### config.mk
export PLATFORM = sky130hd
export DESIGN_NAME = regfile_mp
export DESIGN_NICKNAME = d
export VERILOG_FILES = /design/src/rtl/regfile_pkg.sv /design/src/rtl/rf_read_port.sv /design/src/rtl/regfile_mp.sv
export SDC_FILE = /design/constraint.sdc
export NUM_CORES = 2
export LEC_CHECK = 0
export CAP_MARGIN = 10
export CORE_ASPECT_RATIO = 1.2
export CORE_UTILIZATION = 42
export CTS_CLUSTER_SIZE = 28
export DETAILED_ROUTE_END_ITERATION = 8
export PLACE_DENSITY_LB_ADDON = 0.2
export SYNTH_ARGS = -nofsm -noshare
export SYNTH_HDL_FRONTEND = slang
export SYNTH_SLANG_ARGS = --single-unit
### constraint.sdc
create_clock -name Clk -period 11.1 [get_ports Clk]
set_input_delay 2.22 -clock Clk [delete_from_list [all_inputs] [get_ports Clk]]
set_output_delay 2.22 -clock Clk [all_outputs]
set_load 0.05 [all_outputs]
### src/rtl/regfile_pkg.sv
// Shared state encoding for the multi-port register file.
package regfile_pkg;

    localparam logic [0:0] ST_CLEAR = 1'b0;
    localparam logic [0:0] ST_RUN   = 1'b1;

endpackage

### src/rtl/rf_read_port.sv
// One combinational read port: clear masking, zero register, write bypass, array read.
module rf_read_port #(
    parameter int DATA_W   = 64,
    parameter int ADDR_W   = 5,
    parameter int HAS_ZERO = 1,
    parameter int ZERO_IDX = 31
) (
    input  logic              isClear,
    input  logic [ADDR_W-1:0] rdAddr,
    input  logic [DATA_W-1:0] rowData,
    input  logic              wr0Commit,
    input  logic [ADDR_W-1:0] rw0,
    input  logic [DATA_W-1:0] busW0,
    input  logic              wr1Commit,
    input  logic [ADDR_W-1:0] rw1,
    input  logic [DATA_W-1:0] busW1,
    output logic [DATA_W-1:0] rdData
);

    localparam logic [ADDR_W-1:0] ZERO_ADDR = ADDR_W'(ZERO_IDX);

    // Commit qualifiers already exclude CLEAR, Flush and zero-register writes.
    always_comb begin
        rdData = rowData;
        if (isClear) begin
            rdData = '0;
        end else if ((HAS_ZERO != 0) && (rdAddr == ZERO_ADDR)) begin
            rdData = '0;
        end else if (wr1Commit && (rw1 == rdAddr)) begin
            rdData = busW1;
        end else if (wr0Commit && (rw0 == rdAddr)) begin
            rdData = busW0;
        end
    end

endmodule

### src/rtl/regfile_mp.sv
// Multi-port register file: NUM_RD bypassed read ports, two write ports, clear sweep
// after reset or Flush, optional hardwired zero register.
module regfile_mp
    import regfile_pkg::*;
#(
    parameter int DATA_W   = 64,
    parameter int ADDR_W   = 5,
    parameter int NUM_RD   = 2,
    parameter int HAS_ZERO = 1,
    parameter int ZERO_IDX = 31
) (
    input  logic                     Clk,
    input  logic                     ResetL,
    input  logic                     Flush,
    output logic                     Ready,
    input  logic [NUM_RD*ADDR_W-1:0] RA,
    output logic [NUM_RD*DATA_W-1:0] Bus,
    input  logic                     RegWr0,
    input  logic [ADDR_W-1:0]        RW0,
    input  logic [DATA_W-1:0]        BusW0,
    input  logic                     RegWr1,
    input  logic [ADDR_W-1:0]        RW1,
    input  logic [DATA_W-1:0]        BusW1
);

    localparam int DEPTH = 2 ** ADDR_W;
    localparam logic [ADDR_W-1:0] ZERO_ADDR = ADDR_W'(ZERO_IDX);

    logic [0:0]        state;
    logic [ADDR_W-1:0] clrIdx;
    logic [DATA_W-1:0] mem [DEPTH];
    logic              run;
    logic              wr0Commit;
    logic              wr1Commit;

    assign run   = (state == ST_RUN);
    assign Ready = run;

    assign wr0Commit = run && !Flush && RegWr0 && !((HAS_ZERO != 0) && (RW0 == ZERO_ADDR));
    assign wr1Commit = run && !Flush && RegWr1 && !((HAS_ZERO != 0) && (RW1 == ZERO_ADDR));

    always_ff @(posedge Clk or negedge ResetL) begin
        if (!ResetL) begin
            state  <= ST_CLEAR;
            clrIdx <= '0;
        end else if (state == ST_CLEAR) begin
            clrIdx <= clrIdx + 1'b1;
            if (clrIdx == ADDR_W'(DEPTH - 1)) begin
                state <= ST_RUN;
            end
        end else if (Flush) begin
            state  <= ST_CLEAR;
            clrIdx <= '0;
        end
    end

    // Storage needs no reset: the sweep defines every entry before RUN.
    always_ff @(posedge Clk) begin
        if (!run) begin
            mem[clrIdx] <= '0;
        end else begin
            if (wr0Commit && !(wr1Commit && (RW1 == RW0))) begin
                mem[RW0] <= BusW0;
            end
            if (wr1Commit) begin
                mem[RW1] <= BusW1;
            end
        end
    end

    for (genvar i = 0; i < NUM_RD; i++) begin : gRead
        logic [ADDR_W-1:0] addr;
        assign addr = RA[i*ADDR_W +: ADDR_W];

        rf_read_port #(
            .DATA_W  (DATA_W),
            .ADDR_W  (ADDR_W),
            .HAS_ZERO(HAS_ZERO),
            .ZERO_IDX(ZERO_IDX)
        ) uPort (
            .isClear  (!run),
            .rdAddr   (addr),
            .rowData  (mem[addr]),
            .wr0Commit(wr0Commit),
            .rw0      (RW0),
            .busW0    (BusW0),
            .wr1Commit(wr1Commit),
            .rw1      (RW1),
            .busW1    (BusW1),
            .rdData   (Bus[i*DATA_W +: DATA_W])
        );
    end

endmodule

==> flow_summary.ini <==
[critical_path]
crit_type = in2out
crit_chain = clkdlybuf4s50_1 -> and2_1 -> a41o_1 -> nor4b_4 -> nor2_4 -> buf_4 -> a22oi_1 -> nand3_1 -> clkdlybuf4s50_1
cp_common_cell = clkdlybuf4s50_1
r2r_cells = 7
cp_num_buf_inv = 3
cp-end-kind = output pin
r2r-start = Ready$_DFF_PN0_
critPathRequiredTime_ps = 8880
cp_slowest_cell = a22oi_1
worstPathArrival_ps = 6950
cp_slowest_stage_delay_ps = 890
worstPathMaxFanout = 39
reg2reg_slack_ps = 5340
start_kind = primary input
crit_family = buffers and inverters
r2r_end = mem[14][1]$_DFFE_PP_

[finish]
mostFrequentLayoutCells = nand2_1, edfxtp_1, o21ai_0
final_common_cell = nand2_1
final_nets = 9001
utilization = 0.467
layout-drive-gt1-share = 0.209
syn_to_final_growth_pct = 10.2

[sta]
rsz0062_at_grt = false
min_period_ps = 9170
slew_viol_final = 0
hold_violations = 0
fin_setup_tns_ps = 0
slew_headroom = 0.124
finalSetupViolCount = 0
worstMarginPinSlew_ps = 1310
clock_skew_ps = 75.7
fmax_ghz = 0.109
finalCritPeriodShare = 0.826

[run_status]
outcome = finished, final reports clean

[power_and_ir_drop]
clkPwrFrac = 0.334
intPower_mw = 15.4
finalPower_mw = 21.9
seqPwrFrac = 0.460
p_sw_frac = 0.297
power.switching_mw = 6.51
p_per_area_mw_per_mm2 = 168
vdd_ir_drop_max_mv = 0.148
power_leakage_nw = 39.4
power_frac_comb = 0.205

[placed_design]
io_buffers = 281
place_hpwl_mm = 230
place_congestion = 0.811

[route]
first_iter_violations = 12900
drt-total-wl_mm = 456
drcViolationCount = 0
wl_per_cell_um = 35.7
ant_nets = 0
vias = 84700
vias_per_cell = 6.64
drtPass1Iterations = 8

[clock_network]
cts_hold_buf = 0
cts_buffers = 227
ctsResizeCount = 0
clk_latency_ps = 930
cts_setup_buffers = 0
cts_tree = done
htree_num_levels = 4
clk_pin_slew_ps = 50
clk_path_buf_depth = 4
cts_sinks = 2054
cts_root_buffer = clkbuf_16

[logic_synthesis]
synth_edf_count = 2048
synth_seq_cells = 2054
avgSynthCellArea_um2 = 12.6
synth_nets = 9531
ys_seq_area_frac = 0.522
synth_area_mm2 = 0.118
yosysWarnings = 0
ys_types = 61
ys.flop_type = edfxtp_1
async_reset_ff_frac = 0.00292
syn_inst = 9376

[run]
cap_violations = 0

[global_routing]
grt_pass1_wl_mm = 634
track_usage = 0.319
grt_max_degree = 140
gr-total-overflow = 0
grt_antenna_before_repair = 13
grt_pass1_vias = 82800

[min_path]
hp-start = clrIdx[0]$_DFFE_PN0P_
holdPathStages = 1
hold_path.class = reg2reg
min_to = clrIdx[0]$_DFFE_PN0P_

[floorplan]
die_w_um = 486
die_area_mm2 = 0.283
core_region_area_mm2 = 0.279
rows = 212
initial_core_util = 0.424
ios = 282
chipHeight_um = 583
==> state kept, by name, indices dropped and copies added, names as in the netlist <==
signal,cells
mem,2048
clrIdx,5
Ready,1
==> power groups by stage <==
| stage | clock network, mW | logic [mW] | registers (mW) |
|---|---|---|---|
| global placement | 0 | 4.40 | 10.2 |
| CTS | 7.36 | 4.43 | 10.1 |
| floorplan | 0 | 2.57 | 10.2 |
| finish | 7.33 | 4.50 | 10.1 |
| detailed placement | 0 | 4.42 | 10.3 |
| global route | 7.63 | 4.57 | 10.2 |
==> cells by family after synthesis <==
kind of cell             Yosys count  synth area share
XOR/XNOR                          27           0.00200
adder cells (fa/ha/maj)            2          0.000212
AO/OA/AOI/OAI                   2305             0.102
multiplexers                    1359             0.249
AND/OR/NAND/NOR                 2289            0.0752
buffers and inverters           1340            0.0490
flip-flops                      2054             0.522
==> cell usage after synthesis, types with 31 or more instances <==
| master | n | share of area |
|---|---|---|
| buf_1 | 91 | 0.0029 |
| nand2_1 | 2098 | 0.067 |
| a21oi_1 | 31 | 0.0013 |
| o21ai_1 | 99 | 0.0042 |
| edfxtp_1 | 2048 | 0.52 |
| a32oi_1 | 63 | 0.0047 |
| o21ai_0 | 1984 | 0.084 |
| buf_2 | 222 | 0.0094 |
| clkbuf_1 | 849 | 0.027 |
| mux4_2 | 1265 | 0.24 |
| nand3_1 | 75 | 0.0032 |
| inv_1 | 69 | 0.0022 |
| buf_4 | 78 | 0.0050 |
| a22oi_1 | 63 | 0.0040 |
| nor2_1 | 49 | 0.0016 |
| mux2i_1 | 86 | 0.0073 |
==> per-stage QoR <==
| stage | setup WS (ps) | std cells | hold slack, ps | instance area, um^2 |
|---|---|---|---|---|
| 6_report | 1930 | 12800 | 643 | 130000 |
| 5_1_grt | 1990 | 12800 | 697 | 130000 |
| 4_1_cts | 2070 | 12700 | 641 | 130000 |
| 3_5_place_dp | 2090 | 12400 | 630 | 123000 |
| 3_3_place_gp | 2140 | 12400 | 619 | 123000 |
| 2_1_floorplan | 3710 | 9376 | 547 | 118000 |
==> per-layer routing <==
layer,up-vias,GRT usage,part of all wire
met5,-,0,0.00015
met4,10,0.157,0.058
met3,1298,0.0621,0.11
met2,5757,0.523,0.48
met1,43000,0.405,0.35
li1,34700,-,-
==> how the worst max path moves through the flow <==
stage,startpoint,end,slack [ps],depth (start not counted)
global placement,RW1[1],Bus[65],2140,9
finish,RW1[1],Bus[29],1930,9
CTS,RW1[1],Bus[64],2070,9
floorplan,RW0[3],mem[18][0]$_DFFE_PP_,3710,10
detailed placement,RW1[1],Bus[64],2090,9
global route,Flush,Bus[29],1990,9
==> cell type report <==
type	instances	area (um^2)
Fill cell	24400	149000
Sequential cell	2054	61600
Multi-Input combinational cell	5982	51400
Clock buffer	286	5990
Timing Repair Buffer	511	5370
Tap cell	3745	4690
Clock inverter	109	888
Inverter	70	263
Antenna cell	7	17.5
No activity file was read; power rests on OpenSTA's default activity.
